===== config.mk =====
export PLATFORM = sky130hd
export DESIGN_NAME = sum_accumulator_28b_flat
export DESIGN_NICKNAME = d
export VERILOG_FILES = /design/src/rtl/sum_accumulator_28b_if.sv /design/src/rtl/sum_accumulator_28b.sv /design/src/flat_wrapper.sv
export SDC_FILE = /design/constraint.sdc
export NUM_CORES = 1
export LEC_CHECK = 0
export ABC_AREA = 1
export CAP_MARGIN = 5
export CORE_MARGIN = 3
export CORE_UTILIZATION = 47
export CTS_CLUSTER_DIAMETER = 100
export DETAILED_ROUTE_END_ITERATION = 12
export MAX_ROUTING_LAYER = met4
export PLACE_DENSITY = 0.73
export SLEW_MARGIN = 10
export SYNTH_ARGS = -nofsm -noshare
export SYNTH_HDL_FRONTEND = slang
export SYNTH_SLANG_ARGS = --single-unit

===== constraint.sdc =====
create_clock -name clk -period 2.54 [get_ports clk]
set_input_delay 0.508 -clock clk [delete_from_list [all_inputs] [get_ports clk]]
set_output_delay 0.508 -clock clk [all_outputs]
set_load 0.01 [all_outputs]

===== src/rtl/sum_accumulator_28b_if.sv =====
// sum_accumulator_28b_if: sum stream in, frame result out, with start/ready handshake
interface sum_accumulator_28b_if;
    logic        start;
    logic [7:0]  len;
    logic [28:0] sum_in;
    logic        sum_valid;
    logic [36:0] acc_out;
    logic [28:0] max_out;
    logic [7:0]  cnt_out;
    logic        acc_valid;
    logic        acc_ready;
    logic        busy;
    modport master (
        output start, len, sum_in, sum_valid, acc_ready,
        input  acc_out, max_out, cnt_out, acc_valid, busy
    );
    modport slave (
        input  start, len, sum_in, sum_valid, acc_ready,
        output acc_out, max_out, cnt_out, acc_valid, busy
    );
endinterface


===== src/rtl/sum_accumulator_28b.sv =====
// sum_accumulator_28b: accumulates len 29-bit sums per frame into a 37-bit total plus running max
module sum_accumulator_28b (
    input logic              clk,
    input logic              rstn,
    sum_accumulator_28b_if.slave bus
);
    typedef enum logic [1:0] {IDLE, ACCUM, DONE} state_t;
    state_t      state, state_nxt;
    logic [36:0] acc;
    logic [28:0] mx;
    logic [7:0]  cnt, len_q;
    logic        start_ok, take, last;
    // a start in DONE only counts when it also consumes the pending result
    assign start_ok = bus.start && (state == IDLE || (state == DONE && bus.acc_ready));
    assign take     = state == ACCUM && bus.sum_valid;
    assign last     = take && (cnt + 8'd1) == len_q;
    always_comb begin
        state_nxt = state;
        if (start_ok)
            state_nxt = ACCUM;
        else if (last)
            state_nxt = DONE;
        else if (state == DONE && bus.acc_ready)
            state_nxt = IDLE;
    end
    always_ff @(posedge clk or negedge rstn) begin
        if (!rstn) begin
            state <= IDLE;
            acc   <= '0;
            mx    <= '0;
            cnt   <= '0;
            len_q <= 8'd1;
        end else begin
            state <= state_nxt;
            if (start_ok) begin
                acc   <= '0;
                mx    <= '0;
                cnt   <= '0;
                len_q <= bus.len == 8'd0 ? 8'd1 : bus.len;
            end else if (take) begin
                acc <= acc + {8'd0, bus.sum_in};
                mx  <= bus.sum_in > mx ? bus.sum_in : mx;
                cnt <= cnt + 8'd1;
            end
        end
    end
    assign bus.acc_out   = acc;
    assign bus.max_out   = mx;
    assign bus.cnt_out   = cnt;
    assign bus.acc_valid = state == DONE;
    assign bus.busy      = state == ACCUM;
endmodule


===== src/flat_wrapper.sv =====
// flat-port wrapper written by rule: the top's interface ports become plain ports
module sum_accumulator_28b_flat 
  (clk, rstn, bus_start, bus_len, bus_sum_in, bus_sum_valid, bus_acc_ready, bus_acc_out, bus_max_out, bus_cnt_out, bus_acc_valid, bus_busy);
  sum_accumulator_28b_if bus_i ();
  input logic clk;
  input logic rstn;
  input wire logic [$bits(bus_i.start)-1:0] bus_start;
  input wire logic [$bits(bus_i.len)-1:0] bus_len;
  input wire logic [$bits(bus_i.sum_in)-1:0] bus_sum_in;
  input wire logic [$bits(bus_i.sum_valid)-1:0] bus_sum_valid;
  input wire logic [$bits(bus_i.acc_ready)-1:0] bus_acc_ready;
  output wire logic [$bits(bus_i.acc_out)-1:0] bus_acc_out;
  output wire logic [$bits(bus_i.max_out)-1:0] bus_max_out;
  output wire logic [$bits(bus_i.cnt_out)-1:0] bus_cnt_out;
  output wire logic [$bits(bus_i.acc_valid)-1:0] bus_acc_valid;
  output wire logic [$bits(bus_i.busy)-1:0] bus_busy;
  assign bus_i.start = bus_start;
  assign bus_i.len = bus_len;
  assign bus_i.sum_in = bus_sum_in;
  assign bus_i.sum_valid = bus_sum_valid;
  assign bus_i.acc_ready = bus_acc_ready;
  assign bus_acc_out = bus_i.acc_out;
  assign bus_max_out = bus_i.max_out;
  assign bus_cnt_out = bus_i.cnt_out;
  assign bus_acc_valid = bus_i.acc_valid;
  assign bus_busy = bus_i.busy;
  sum_accumulator_28b u_core (.clk(clk), .rstn(rstn), .bus(bus_i));
endmodule

* Yosys cells after proc, flatten, opt, wreduce, memory -nomap -nowiden *
Cells that the tools add are included.

storage, ports and cells
  word-level logic and storage cells = 33
  flip-flop bits (word level) = 84
  memory bits (read-only) = 0
  input bits = 42
  memories = 0
  bits in writable memories = 0
  latch bits = 0
  output and inout bits = 76

operators by class
  shift operators = 0
  add/subtract/negate cells = 2
  $mul = 0
  $lt $le $gt $ge = 1
  mux-type cells = 11
  reduce and logical (&&, ||, !) cells = 11
  divide/modulo/power cells = 0
  equal/unequal tests = 3
  bitwise operators = 0

operator list
  cell                                                             number
  29-bit 2-to-1 mux                                                3
  37-bit 2-to-1 mux                                                2
  37-bit by 29-bit adder with 37-bit output                        1
  29-bit > comparator                                              1
  8-bit 2-to-1 mux                                                 3
  8-bit by 1-bit adder with 8-bit output, second input constant    1
  8-bit == test                                                    1
  8-bit logical NOT                                                1
  2-bit 2-to-1 mux                                                 3
  1-bit logical AND                                                4
  2-bit nonzero test                                               2
  3-bit nonzero test                                               1
  2-bit by 1-bit == test with 1-bit output, second input constant  1
  2-bit == test, second input constant                             1
  2-bit logical NOT                                                1
  2-bit AND reduction                                              1
  1-bit logical OR                                                 1

* Longest topological paths before layout *
Gate-level depths: netlist of run 1.

  word-level depth = 6
  gate-level depth with buffers = 15
  depth with buffers taken out = 14

* Worst setup path after synthesis of run 1 *
Ideal clock, no wire load.

  kind = in2reg
  from = in bus_sum_in[0]
  to = reg u_core.acc[20] (netlist: u_core.bus.acc_out[20])
  arrival time = 1.934 ns
  buffers on the path = 0
  slack = 0.489 ns
  library setup time = 0.117 ns
  cell stages on the path = 9
  required time = 2.423 ns
  cells stage by stage = ha_1 fa_1 nand3_1 nand3_1 nand4_1 nand3_1 or2_2 nand3_1 nand2_1

on the way
  word-level cells in the longest chain between the ends = 3

RTL lines
  element                                    RTL line                   RTL
  start, declared                            flat_wrapper.sv:9          input wire logic [$bits(bus_i.sum_in)-1:0] bus_sum_in;
  37-bit by 29-bit adder with 37-bit output  sum_accumulator_28b.sv:41  acc <= acc + {8'd0, bus.sum_in};
  37-bit 2-to-1 mux                          sum_accumulator_28b.sv:40  end else if (take) begin
  37-bit 2-to-1 mux                          sum_accumulator_28b.sv:35  if (start_ok) begin
  end signal, assigned                       sum_accumulator_28b.sv:41
  end, declared                              sum_accumulator_28b.sv:9   logic [36:0] acc;

Every way passes these cells. The select of a mux whose other input is x is not followed.
A chain may end at the register's enable or synchronous reset.

* Worst setup path in the final report of run 1 *
  from = in bus_sum_in[18]
  to = reg u_core.acc[20] (netlist: u_core.bus.acc_out[20])

Same word-level chain as after synthesis.

==> out/qor.csv, run 1 <==
metric,value,unit
wl,19.1,mm
synthFlopType,dfrtp_1,
synth_xor_area_share,1.06,%
hold_viol,0,
htree_levels,3,
p_per_area,1240,nW/um2
place_inst,1328,
rsz0062_at_grt,false,
slew_viol_final,0,
critPathTopFamily,simple AND/OR/NAND/NOR gates,
synthAdderAreaFrac,11.5,%
die_x,124,um
yosys_warnings,0,
critical_path_depth,11,
io_buffers,117,
clk_path_buf_depth,2,
synthToLayoutAreaGrowth,34.2,%
finalCritPeriodShare,95.0,%
synth_simple_gate_area_share,35.1,%
cap_violations,0,
die-area,15500,um2
fin_crit,2.41,ns
synth_top_area_share,31.5,%
post-dp-hpwl,15.0,mm
finalSetupViolations,0,
first_global_vias,6679,
async_flop_share,100,%
ios,118,
cts_sinks,84,
viasPerCell,5.15,
grt_pass1_wl,31.9,mm
cp_slowest_stage_delay,0.48,ns
via_count,6915,
cts_tree,done,
required,2.78,ns
critPathCaptureType,flop,
clk_pin_slew,0.06,ns
clock_skew,0.00549,ns
gp_congestion,0.980,
combPwrFrac,63.9,%
r2r_slack,0.33,ns
clock_latency,0.35,ns
start_kind,input port,
leakage,4.70,nW
synth-seq-area-share,31.9,%
root_buffer,clkbuf_16,
routed-wl-met2,8.73,mm
rows,42,
cts_hold_buf,0,
cts_buffers,9,
synth_compound_area_share,9.98,%
maxUsedRoutingLayer,met4,
wl_met3,1.25,mm
worst-setup-path-type,input port to flop,
nets,1265,
hold_path.class,input port to async pin,
core_area,13500,um2
path_cells,"clkdlybuf4s50_1, ha_1, buf_4, nand2_1, nor2_1, buf_4, a21oi_1, nand3_1, or2_2, nand3_1, nand2_1",
route.detailed.drc,0,
synthCells,975,
layout-drive-gt1-share,11.2,%
cp_max_fo,4,
wl_met1,8.93,mm
ir_drop,0.831,mV
synth_top_family_by_area,simple AND/OR/NAND/NOR gates,
cpMaxStageDelayCell,clkdlybuf4s50_1,
diodes,0,
grt_usage,25.6,%
netlist_area,6590,um2
max_slew_margin,69.5,%
max_freq,0.414,GHz
fin_cells,1343,
synth.area.mux_share,0.512,%
yosys.area.top_type,dfrtp_1,
run_status,finished clean,
path_buf_inv,3,
fin_util,65.5,%
dr.pass1.iters,5,
antenna_found_initial,0,
initial_core_util,48.8,%
grt_overflow,0,
antenna_left,0,
post_drt_wl_per_cell,14.2,um
swShare,45.0,%
grt_max_degree,85,
synth_fp_nets,1077,
synthTopCellsByArea,"dfrtp_1, nand2_1, ha_1",
cellInternalPower,6.03,mW
arrival,2.65,ns
p_sw,4.95,mW
yosysMostFrequentCell,nand2_1,
reg2reg_depth,9,
synth-edff-count,0,
synth-seq-cells,84,
synthTopCellsByCount,"nand2_1, inv_1, nand3_1",
cts_setup_buffers,0,
drt_iter0_markers,438,
power_frac_clock,12.6,%
netlist-cell-type-count,42,
die_h,124,um
worst_pin_slew,0.458,ns
syn_area_per_cell,6.76,um2
seqPwrFrac,23.5,%
sequential cells by signal, indices dropped and copies added, names as in the netlist:
register and cells:
u_core.bus.acc_out 37, u_core.bus.max_out 29, u_core.bus.cnt_out 8, u_core.len_q 8, u_core.state 2
stage by stage:
stage / area, um2 / total power [mW] / setup WS (ns) / hold slack, ns / setup TNS [ns]
CTS: 8840 / 11.0 / 0.116 / 0.208 / 0
global route: 8850 / 12.0 / 0.00715 / 0.238 / 0
finish: 8850 / 11.0 / 0.127 / 0.198 / 0
global placement: 8530 / 9.43 / -0.223 / 0.458 / -3.65
floorplan: 6590 / 6.51 / 0.489 / 0.212 / 0
detailed placement: 8530 / 9.55 / -0.262 / 0.471 / -4.78
placed cells by master, fill, tap and decap left out, types with 3 or more instances in the layout:
master and instances:
a21oi_1 56, buf_12 4, buf_4 80, clkbuf_16 9
clkdlybuf4s50_1 116, dfrtp_1 83, ha_1 59, inv_1 136
inv_2 3, mux2_2 3, nand2_1 310, nand2_2 4
nand3_1 96, nand3_2 11, nand3b_1 5, nand4_1 12
nor2_1 76, nor3_1 9, nor4_1 3, o21a_1 3
o21ai_0 39, o21ai_1 4, o22ai_1 5, or2_2 5
xnor2_1 5, xor2_1 3
layout make-up:
type,count,area [um2]
Fill cell,1249,4660
Multi-Input combinational cell,728,3850
Sequential cell,84,2100
Timing Repair Buffer,200,1840
Inverter,140,526
Clock buffer,10,229
Tap cell,176,220
Clock inverter,5,77.6
worst paths after layout:
path | end | startpoint
worst max register to register | u_core.bus.acc_out[20] | u_core.bus.acc_out[0]
min in group clk | u_core.len_q[0] | u_core.len_q[0]
worst min register to register | u_core.len_q[0] | u_core.len_q[0]
worst max-delay path | u_core.bus.acc_out[20] | bus_sum_in[18]
max in group asynchronous | u_core.len_q[0] | rstn
worst min-delay path | u_core.bus.cnt_out[7] | rstn
timing repair:
item | in CTS | in global routing
hold endpoints to repair | 0 | 0
setup endpoints to repair | 0 | 4
resized for setup | 0 | 2
per-layer routing:
| layer | up-vias | track usage (%) |
|---|---|---|
| li1 | 3524 | - |
| met1 | 3166 | 34.0 |
| met2 | 205 | 41.2 |
| met3 | 20 | 4.85 |
| met4 | 0 | 5.48 |
| met5 | - | - |
cells by family (layout without fill, tap and decap cells):
group                      after synthesis  after routing
adders and majority gates               60             60
DFF                                     84             84
buffers and inverters                  163            355
AOI/OAI and AO/OA                      120            120
muxes                                    3              3
xor gates and xnor gates                 8              8
and+or+nand+nor                        537            537
power by group through the flow:
stage / Clock, mW / Sequential, mW / Combinational (mW)
3_3_place_gp: 0 / 2.58 / 6.85
3_5_place_dp: 0 / 2.59 / 6.96
6_report: 1.39 / 2.58 / 7.01
5_1_grt: 1.47 / 2.67 / 7.85
2_1_floorplan: 0 / 2.68 / 3.83
4_1_cts: 1.43 / 2.57 / 7.01
Note: power is estimated with default switching activity, not from simulation.
==> run 2, diff against run 1 <==
- SKIP_CTS_REPAIR_TIMING: unset -> 1
==> results of run 2 <==
The final DEF is identical to that of run 1; final timing and power are the same.
